File: src/rtl/pool_arbiter.sv
// pool_arbiter: round-robin share of one pool_layer among NUM_REQ conv cores.
// Ports: clk, rst (async, active-high); req/gnt/grant_id/req_done per core;
//   pool_start/pool_done to the pool layer; timeout_err abort pulse; busy.
// Optional: define POOL_ARB_TIMEOUT_EN to abort RUN after TIMEOUT cycles.
module pool_arbiter #(
   parameter int NUM_REQ = 4,
   parameter int ID_W    = 2,
   parameter int TIMEOUT = 255,
   parameter int TMO_W   = 8
) (
   input  logic               clk,
   input  logic               rst,
   input  logic [NUM_REQ-1:0] req,
   output logic [NUM_REQ-1:0] gnt,
   output logic [ID_W-1:0]    grant_id,
   output logic               pool_start,
   input  logic               pool_done,
   output logic [NUM_REQ-1:0] req_done,
   output logic               timeout_err,
   output logic               busy
);

   typedef enum logic [1:0] {
      IDLE,
      START,
      RUN,
      RELEASE
   } state_t;

   state_t             state;
   state_t             state_n;
   logic [ID_W-1:0]    ptr;
   logic [ID_W-1:0]    ptr_n;
   logic [NUM_REQ-1:0] gnt_n;
   logic [ID_W-1:0]    id_n;
   logic               start_n;
   logic [NUM_REQ-1:0] done_n;
   logic               done_q;
   logic               done_rise;
   logic               found;
   logic [ID_W-1:0]    pick;
   logic [ID_W-1:0]    idx;
   logic               tmo_hit;

   if (NUM_REQ < 2 || NUM_REQ > 8 || ID_W != $clog2(NUM_REQ) ||
       TIMEOUT >= (1 << TMO_W)) begin : g_param_chk
      $error("pool_arbiter: inconsistent parameters");
   end

   // A done level left over from the previous job never ends a new one.
   assign done_rise = pool_done & ~done_q;

   // First requester at or after ptr, wrapping.
   always_comb begin
      found = 1'b0;
      pick  = '0;
      idx   = '0;
      for (int i = 0; i < NUM_REQ; i++) begin
         idx = ID_W'((int'(ptr) + i) % NUM_REQ);
         if (!found && req[idx]) begin
            found = 1'b1;
            pick  = idx;
         end
      end
   end

   always_comb begin
      state_n = state;
      gnt_n   = gnt;
      id_n    = grant_id;
      ptr_n   = ptr;
      start_n = 1'b0;
      done_n  = '0;
      unique case (state)
         IDLE: begin
            if (found) begin
               gnt_n       = '0;
               gnt_n[pick] = 1'b1;
               id_n        = pick;
               state_n     = START;
            end
         end
         START: begin
            start_n = 1'b1;
            state_n = RUN;
         end
         RUN: begin
            if (done_rise || tmo_hit) begin
               done_n  = gnt;
               state_n = RELEASE;
            end
         end
         RELEASE: begin
            gnt_n   = '0;
            ptr_n   = (grant_id == ID_W'(NUM_REQ - 1)) ?
                      '0 : grant_id + 1'b1;
            state_n = IDLE;
         end
         default: state_n = IDLE;
      endcase
   end

   always_ff @(posedge clk or posedge rst) begin
      if (rst) begin
         state      <= IDLE;
         gnt        <= '0;
         grant_id   <= '0;
         ptr        <= '0;
         pool_start <= 1'b0;
         req_done   <= '0;
         busy       <= 1'b0;
         done_q     <= 1'b0;
      end else begin
         state      <= state_n;
         gnt        <= gnt_n;
         grant_id   <= id_n;
         ptr        <= ptr_n;
         pool_start <= start_n;
         req_done   <= done_n;
         busy       <= (state_n != IDLE);
         done_q     <= pool_done;
      end
   end

`ifdef POOL_ARB_TIMEOUT_EN
   logic [TMO_W-1:0] cnt;
   logic             tmo_q;

   // cnt is 0 in the first RUN cycle, so the abort edge lands
   // TIMEOUT cycles after RUN was entered.
   assign tmo_hit = (state == RUN) &&
                    (cnt == TMO_W'(TIMEOUT - 1));

   always_ff @(posedge clk or posedge rst) begin
      if (rst) begin
         cnt   <= '0;
         tmo_q <= 1'b0;
      end else begin
         // A real completion in the limit cycle wins over the abort.
         tmo_q <= tmo_hit && !done_rise;
         if (state == START) begin
            cnt <= '0;
         end else if (state == RUN) begin
            cnt <= cnt + 1'b1;
         end
      end
   end

   assign timeout_err = tmo_q;
`else
   assign tmo_hit     = 1'b0;
   assign timeout_err = 1'b0;
`endif

endmodule
File: config.mk
export PLATFORM = sky130hd
export DESIGN_NAME = pool_arbiter
export DESIGN_NICKNAME = d
export VERILOG_FILES = /design/src/rtl/pool_arbiter.sv
export SDC_FILE = /design/constraint.sdc
export NUM_CORES = 1
export LEC_CHECK = 0
export CAP_MARGIN = 10
export CORE_MARGIN = 5
export CORE_UTILIZATION = 45
export CTS_CLUSTER_DIAMETER = 60
export CTS_CLUSTER_SIZE = 10
export DETAILED_ROUTE_END_ITERATION = 7
export PLACE_DENSITY = 0.74
export RECOVER_POWER = 25
export SKIP_CTS_REPAIR_TIMING = 1
export SYNTH_ARGS = -nofsm -noshare
export SYNTH_HDL_FRONTEND = slang
export SYNTH_SLANG_ARGS = --single-unit
export TNS_END_PERCENT = 50
File: constraint.sdc
create_clock -name clk -period 1.5 [get_ports clk]
set_clock_uncertainty 0.1 [all_clocks]
set_input_delay 0.3 -clock clk [delete_from_list [all_inputs] [get_ports clk]]
set_output_delay 0.3 -clock clk [all_outputs]
set_load 0.05 [all_outputs]
==> impl_results.md, run 1 <==
- Drt wl/cell: about 14 um
- Reg clk slew, reported paths: 0.10 ns
- Status: completed
- Primary FF master, synth: dfrtp_1
- CTS H-tree lvls: 1
- DR vias: 683
- N_diodes: 0
- Latest clock arrival within the worst-skew pair: 0.31 ns
- CP endpoint kind: flip-flop
- Post-Syn Instances: 75
- Starting Density: 0.470
- Arr. time, crit path: 1.57 ns
- I/O pins: 20
- Rel. slew slack: 0.422
- Top sig layer: met4
- Library cells used by synthesis: 25
- Final Hold Fails: 0
- GPL Wtd Cong: about 0.84
- ANT nets after route: 0
- Total power draw: 2.58 mW
- Dpl cell area: 0.00121 mm^2
- Fin. max-slew vios: 0
- Warnings, synthesis: 0
- Critical-path top delay cell: dfrtp_2
- Pre-CTS WS: -0.512 ns
- Post-layout minimum cycle time: 1.46 ns
- Overall routing resource usage: 0.155
- Core area: between 0.0015 and 0.002 mm^2
- Layout area overhead: 60.1%
- Pwr Density: roughly 2000 mW/mm^2
- # DRC: 0
- Final WS setup: 0.0369 ns
- Design area: around 0.0013 mm^2
- Worst r2r path cells: 5
- Seq cells post-synth: 17
- Max-Cap Viols: 0
- Max Fclk: 684 MHz
- First-pass GRT wire length: between 3000 and 4000 um
- Most frequent cells in the layout: dfrtp_1, buf_12, buf_4, o21ai_0
- Initial antenna violation count: 0
- Cell chain of the critical path: inv_2 > ha_2 > mux2i_1 > a21oi_1 > or2_1
- Drt initial violations: 17
- Max Buffers Root-to-Sink: 2
- Post-Route Setup TNS: 0 ns
- Metal3 WL: 100 um
- VDD IR max: 1.52 mV
- Die ar.: 0.00275 mm^2
- CTS Buf Count: 3
- Drt via density: around 5.2
- Overflow left after global routing: 0
- Worst min-delay path class: input pin to asynchronous set/reset pin
- Lkg Pwr: 0.625 nW
- Worst hold margin: 0.425 ns
- Met2 WL: around 920 um
- Nets: 121
- Final Cycle Share: 0.975
- TritonCTS clock tree: done
- Mapped cell area: 812 um^2
- Clock Root Buffer: clkbuf_4
- Share of layout cells above drive strength 1: 0.393
- Number of flops mapped to enable cells by yosys: 0
- First-pass DRT Iterations: 4
- # port buffers: 18
- HPWL after detailed placement: 1400 um
- Max stage delay on crit path: 0.45 ns
- Total wire length: 1820 um
- Critical Path RT: 1.61 ns
- Slew @ Worst Pin: 0.868 ns
- # rows: 15
- FFs w/ async S/R, synth: 1.00
- Startpoint types: flip-flop
- # clock sinks: 17
- Worst-path maximum fanout: 3
- Synthesized area per cell: 10.8 um^2
- Commonest non-fill, non-tap cell in the layout: dfrtp_1
- Post-synthesis sequential area ratio: 0.524
- Synth Net Count: 88
- Largest net degree at the start of global routing: 18
- Vias in the first global route: slightly above 700
- Critical path class: flip-flop to flip-flop
- DRT met1 WL: 754 um
- Setup-failing EPs final: 0
- Die X: 52.5 um
- Die span in y: about 52 um
## worst max-delay path: cells and delay by family, from the launching register on
family	cells	cell delay [ns]
compound gates	1	0.10
fa+ha+maj	1	0.19
buf+inv	1	0.09
flops	1	0.45
mux	1	0.21
simple gates	1	0.22
## state kept, by name, summed over array words and instances, names as in the netlist
signal / count
gnt: 4
req_done: 4
grant_id: 2
ptr: 2
state: 2
busy: 1
done_q: 1
pool_start: 1
## metal layers
layer  vias up  track usage
li1        325            -
met2        30        0.252
met5         -            0
met4         0       0.0809
met3         5       0.0342
met1       323        0.191
## where the power goes
group / total, mW / switching [mW] / internal (mW)
clock network: 0.259 / 0.159 / 0.0999
registers: 0.801 / 0.184 / 0.618
logic: 1.52 / 0.798 / 0.722
## final cells by class
| type | instances | area [um^2] |
|---|---|---|
| clock inverter | 1 | 5.00 |
| timing repair buffer | 29 | 389 |
| sequential | 17 | 427 |
| fill | 110 | 427 |
| inverter | 6 | 22.5 |
| clock buffer | 3 | 22.5 |
| tap | 25 | 31.3 |
| multi-input combinational | 51 | 403 |
## synthesized netlist by cell type (2+ instances only)
cell	instances	area [um^2]
dfrtp_1	17	425
o21ai_0	7	35.0
ha_1	6	75.1
inv_1	6	22.5
nor2_1	5	18.8
and2_1	4	25.0
nand2_1	4	15.0
o31ai_1	4	30.0
a21oi_1	3	15.0
nand2b_1	3	18.8
nor2b_1	2	12.5
## per-stage QoR
step / utilization / instances
4_1_cts: 0.717 / 131
5_1_grt: 0.753 / 132
6_report: 0.753 / 132
3_5_place_dp: 0.701 / 127
2_1_floorplan: - / 75
3_3_place_gp: 0.701 / 127
## final timing paths
| check | start | end | slack [ns] |
|---|---|---|---|
| min | rst | done_q$_DFF_PP0_ | 0.42 |
| max reg2reg | state[1]$_DFF_PP0_ | busy$_DFF_PP0_ | 0.04 |
| max | state[1]$_DFF_PP0_ | busy$_DFF_PP0_ | 0.04 |
| max in group asynchronous | rst | state[1]$_DFF_PP0_ | 0.29 |
| min in group clk | req[2] | gnt[1]$_DFFE_PP0P_ | 0.44 |
| min reg2reg | ptr[0]$_DFFE_PP0P_ | ptr[0]$_DFFE_PP0P_ | 0.44 |
## kinds of logic (layout without fill, tap and decap cells)
group | count (synthesis) | in the layout | synth area share
AND/OR/NAND/NOR | 21 | 21 | 0.143
buffers and inverters | 7 | 39 | 0.0370
other | 1 | 1 | 0.00462
flip-flops | 17 | 17 | 0.524
multiplexers | 2 | 2 | 0.0262
adder cells (fa/ha/maj) | 6 | 6 | 0.0924
AO/OA/AOI/OAI | 21 | 21 | 0.173
(Power assumes the default switching activity.)
==> run 2: changes to the inputs <==
==> constraint.sdc (replaced) <==
create_clock -name clk -period 1.5 [get_ports clk]
set_clock_uncertainty 0.1 [all_clocks]
set_input_delay 0.225 -clock clk [delete_from_list [all_inputs] [get_ports clk]]
set_output_delay 0.225 -clock clk [all_outputs]
set_load 0.1 [all_outputs]
==> impl_results.md, run 2 (synthesis results as in run 1) <==
- Drt via density: between 5 and 6
- Share of layout cells above drive strength 1: 0.355
- First-pass DRT Iterations: 4
- Hold Startpoint: pool_done
- RSZ-0062 raised after global routing: yes
- Met2 WL: 877 um
- Post-Route Setup TNS: 0 ns
- Overflow left after global routing: 0
- # port buffers: 18
- TritonCTS clock tree: done
- R2R Path Start: state[0]$_DFF_PP0_
- Cell chain of the critical path: inv_2 > ha_4 > and3b_1 > mux2i_1 > a21oi_1 > or2_1
- Worst R2R End: busy$_DFF_PP0_
- CTS H-tree lvls: 1
- Top sig layer: met4
- R2R Setup Slk: about 0.027 ns
- Drt wl/cell: between 10 and 15 um
- End of the critical path: busy$_DFF_PP0_
- Multi-input gate area: between 300 and 400 um^2
- Critical-path top delay cell: dfrtp_1
- # DRC: 0
- Worst min-delay path class: input pin to flip-flop
- Final Hold Fails: 0
- Metal3 WL: ~95 um
- # clock sinks: 17
- Hold Path Depth: 1
- Arr. time, crit path: approximately 1.6 ns
- Die X: ~52 um
- I/O pins: 20
- First-pass GRT wire length: between 2000 and 3000 um
- Latest clock arrival within the worst-skew pair: 0.29 ns
- N_diodes: 0
- Post-layout minimum cycle time: 1.47 ns
- Setup-failing EPs final: 0
- Largest net degree at the start of global routing: 18
- Design area: 0.00129 mm^2
- Worst r2r path cells: 6
- Total wire length: 1790 um
- ANT nets after route: 0
- Final Cycle Share: 0.982
- Drt initial violations: 10
- Clock Root Buffer: clkbuf_4
- Crit. Startpoint: state[0]$_DFF_PP0_
- Number of cells on the critical path: 6
- Crit path max-delay family: flip-flops
- Fin. max-slew vios: 0
- Flip-flop and latch area: approximately 430 um^2
- Vias in the first global route: ~660
- Status: completed
- Rel. slew slack: 0.413
- Die ar.: 0.00275 mm^2
- Max Buffers Root-to-Sink: 2
- Core area: 0.00173 mm^2
- DRT met1 WL: around 770 um
- Commonest non-fill, non-tap cell in the layout: dfrtp_1
- Critical path class: flip-flop to flip-flop
- Die span in y: 52.5 um
- Most frequent cells in the layout: dfrtp_1, buf_12, buf_4, o21ai_0
- Critical Path RT: 1.58 ns
- Final WS setup: 0.0268 ns
- Startpoint types: flip-flop
- Overall routing resource usage: 0.144
- Buf/Inv on CP: 1
- Max stage delay on crit path: roughly 0.4 ns
- Final Core Density: 0.746
- Layout area overhead: 58.6%
- CTS Buf Count: 3
- Max-Cap Viols: 0
- Max Fclk: 679 MHz
- GPL Wtd Cong: 0.849
- Nets: 121
- Pre-CTS WS: -0.400 ns
- HPWL after detailed placement: 1310 um
- Initial antenna violation count: 0
- DR vias: 691
- Reg clk slew, reported paths: about 0.09 ns
- Starting Density: 0.470
- Largest regs: gnt x4, req_done x4
- Layout fillers: 120
- CP endpoint kind: flip-flop
- Worst-path maximum fanout: 4
- Dpl cell area: ~0.0012 mm^2
- Slew @ Worst Pin: 0.880 ns
- # rows: 15
run 2: cell types whose count changed in the layout (fill, tap and decap cells not counted), moves of 2 or more:
cell     before  now
dfrtp_1      16   14
dfrtp_2       1    3
ha_1          2    4
ha_2          3    1
o31ai_1       1    3
o31ai_2       3    1
run 2: worst min-delay path by stage:
stage | end | slack [ns]
after floorplan | busy$_DFF_PP0_ | 0.05
after global placement | ptr[0]$_DFFE_PP0P_ | 0.42
after detailed placement | ptr[0]$_DFFE_PP0P_ | 0.44
after CTS | gnt[1]$_DFFE_PP0P_ | 0.15
after global routing | done_q$_DFF_PP0_ | 0.31
final | done_q$_DFF_PP0_ | 0.31
run 2: area by class of cell:
type,count,area share
Timing Repair Buffer,29,0.302
Clock buffer,4,0.0204
Inverter,6,0.0175
Tap cell,25,0.0243
Sequential cell,17,0.333
Multi-Input combinational cell,51,0.302
run 2: per-stage QoR:
stage | std cells | hold WS, ns
CTS | 129 | 0.146
floorplan | 75 | 0.0509
finish | 132 | 0.310
global route | 132 | 0.309
global placement | 125 | 0.424
detailed placement | 125 | 0.442
run 2: routing by layer:
metal,up-vias,track usage
li1,329,-
met2,27,0.238
met3,6,0.0199
met1,329,0.173
met5,-,0
met4,0,0.0979
Power of run 2 is left out: the tool's default activity adds up to more than one toggle a clock period on the data nets, which glitch-free logic cannot reach.
==> variant (flow settings as in run 1) <==
Encoding of `state_t`: now one-hot (4 bits for 4 states).
--- a/src/rtl/pool_arbiter.sv
+++ b/src/rtl/pool_arbiter.sv
@@ -20,11 +20,11 @@
    output logic               busy
 );
 
-   typedef enum logic [1:0] {
-      IDLE,
-      START,
-      RUN,
-      RELEASE
+   typedef enum logic [3:0] {
+      IDLE    = 4'b0001,
+      START   = 4'b0010,
+      RUN     = 4'b0100,
+      RELEASE = 4'b1000
    } state_t;
 
    state_t             state;
Function: same outputs for any inputs over 4 cycles, from zero or initial values and one cycle with rst high; so few cycles prove little.
==> variant against run 1 <==
  * The run now ends with negative setup slack left
  * Worst hold slack got worse by 0.020 ns
  * Synthesized area rose by 3.1%
  * Routed wire length rose by 11%
  * Power fell by 1.6%
  * Non-clock buffer count rose by 3
  * Sequential cell count rose by 2
  * Synthesized cell count did not move
  * Final area rose by 0.29%
  * Combinational power fell by 7%
  * Worst setup slack got worse by 0.20 ns
  * Critical endpoint is now gnt[1]$_DFFE_PP0P_
==> variant: results (changes against run 1) <==
Drt
  • Vias per inst: 5.526 (+6.8%)
  • First-pass detailed-route iteration total: 4 (unchanged)
  • Number of violations reported at the end of detailed-routing iteration 0: 16 (-1)
  • DRT Wirelength: 2.023 mm (+11%)

Clock tree
  • Clock-pin transition on the worst setup and hold timing paths: 0.11 ns
  • H-tree lvl count: 1 (unchanged)
  • Buffer levels on the longest clock path: 2 (unchanged)
  • Clk Latency, worst-skew pair: 0.31 ns (about the same)
  • Clock buffer count from CTS: 3 (unchanged)

STA
  • Final number of setup-violating endpoints: 9 (+9)
  • Worst setup slack after layout: -0.1655 ns (-0.2024 ns)
  • Total negative setup slack: -0.8669 ns (-0.8669 ns)

Yosys
  • Main synth FF type: sky130_fd_sc_hd__dfrtp_1
  • Synthesized Nets: 83 (-5.7%)
  • Share of synthesized flip-flops with an asynchronous set or reset: 100.0% (unchanged)
  • Synthesized-area fraction occupied by ao, oa, aoi and oai cells: 15.84% (-1.4 points)
  • Cell types with the highest counts after synthesis: 18 x sky130_fd_sc_hd__dfrtp_1, 5 x sky130_fd_sc_hd__nand2b_1
  • Top cells by area, synth: sky130_fd_sc_hd__dfrtp_1 54%, sky130_fd_sc_hd__nand2b_1 3.7%, sky130_fd_sc_hd__o31ai_1 3.6%
  • Adder and majority gate portion of the synthesized area: 1.495% (-7.8 points)
  • Portion of netlist area occupied by mux cells: 3.737% (+1.1 points)
  • Parity-gate share of the synthesized area counting xor and xnor cells: 0% (unchanged)
  • Sequential element share of the synthesized area: 56.95% (+4.6 points)
  • Distinct cell type count after synthesis: 30 (+20%)

Final layout
  • FILL cells: 117 (+6.4%)
  • Most frequent standard cell in the layout excluding fill and tap cells: sky130_fd_sc_hd__dfrtp_1
  • Biggest registers after layout: gnt: 4 flops, req_done: 4 flops, state: 4 flops
  • Layout cell share with drive strength beyond 1: 33.03% (-6.2 points)
  • Count of nets after finishing: 118 (-2.5%)

Global route
  • Number of global-route vias before repair: 752 (+3.4%)
  • Maximum number of pins on one net before global-route repair: 20 (+2)
  • Antenna violations before repair: 0 (unchanged)
  • First-pass GRT wire length: 3.291 mm (+6.5%)
  • Overall Global Routing Usage: 16.70% (+1.2 points)

Place
  • Routability-driven placement congestion ratio: 0.8140 (-2.6%)
  • Number of buffers added on ports: 18 (unchanged)
  • DP Wirelength: 1.521 mm (+8.7%)

Min path
  • Hold WC Path Type: primary input to async pin

Critical path
  • Crit path to: gnt[1]$_DFFE_PP0P_
  • CP Launch Point: req[0]
  • Reg-to-reg startpoint: state[0]$_DFF_PP1_
  • Maximum fanout along the worst path: 7 (+4)
  • Reg-to-reg setup timing slack: -0.15 ns (-0.19 ns)
  • Arrival time of the worst setup path: 1.77 ns (+0.20 ns)
  • Register-to-Register Path Depth: 3 (-2)

Power
  • Leak pwr: 0.6091 nW (-2.6%)
  • Internal: 1.476 mW (+2.5%)
  • Peak supply drop: 0.001343 V (-12%)

Status
  • Result of the run: finished with violations
  • Failing checks: negative setup slack
==> variant: cell type report <==
type	count	area (µm²)	share of cell area, %
Sequential cell	19	476.7	36.56
Inverter	4	15.01	1.152
Clock buffer	4	26.28	2.015
Multi-Input combinational cell	50	346.6	26.58
Antenna cell	1	2.502	0.1919
Timing Repair Buffer	32	405.4	31.09
Tap cell	25	31.28	2.399
==> variant: kinds of logic (layout without fill, tap and decap cells) <==
logic type / after synthesis / count (layout)
AND/OR/NAND/NOR: 25 / 26
AO/OA/AOI/OAI: 19 / 19
flip-flops: 19 / 19
buffers and inverters: 7 / 40
multiplexers: 3 / 3
adder cells (fa/ha/maj): 1 / 1
other: 1 / 2
==> variant: power by group through the flow <==
stage / Sequential [mW] / Clock (mW) / Combinational [mW]
after CTS: 0.851 / 0.268 / 1.37
after floorplan: 1.12 / 0 / 0.423
after global placement: 0.850 / 0 / 1.31
final: 0.853 / 0.261 / 1.42
after detailed placement: 0.861 / 0 / 1.36
after global routing: 0.873 / 0.299 / 1.50
==> variant: through the flow <==
stage | cells | hold slack [ns] | cell area (µm²) | utilization, % | setup slack, ns
final | 135 | 0.4047 | 1304 | 74.70 | -0.1655
after global placement | 129 | 0.3986 | 1251 | 71.68 | -0.4031
after CTS | 133 | 0.2039 | 1277 | 73.19 | -0.2172
after floorplan | 75 | 0.1504 | 837.1 | - | -0.1241
after global routing | 134 | 0.4479 | 1301 | 74.55 | -0.1825
after detailed placement | 129 | 0.4307 | 1251 | 71.68 | -0.5368
==> variant: metal layers <==
layer	routed length (µm)	global-route usage, %	vias to the layer above	part of all wire [%]
met2	1054	29.13	37	52
li1	-	-	338	-
met1	778	16.93	366	38
met4	41	11.91	0	2.0
met3	148	4.507	5	7.3
met5	0	0	-	0
==> variant: critical path, stage by stage <==
cell and delay, ns:
sky130_fd_sc_hd__clkdlybuf4s50_1 0.56, sky130_fd_sc_hd__o41ai_2 0.13, sky130_fd_sc_hd__or4_4 0.49, sky130_fd_sc_hd__o31ai_1 0.28
==> variant: worst min-delay path by stage <==
stage	start	to
finish	rst	req_done[3]$_DFF_PP0_
global route	rst	req_done[3]$_DFF_PP0_
CTS	rst	req_done[3]$_DFF_PP0_
detailed placement	ptr[0]$_DFFE_PP0P_	ptr[0]$_DFFE_PP0P_
global placement	ptr[0]$_DFFE_PP0P_	ptr[0]$_DFFE_PP0P_
floorplan	rst	busy$_DFF_PP0_
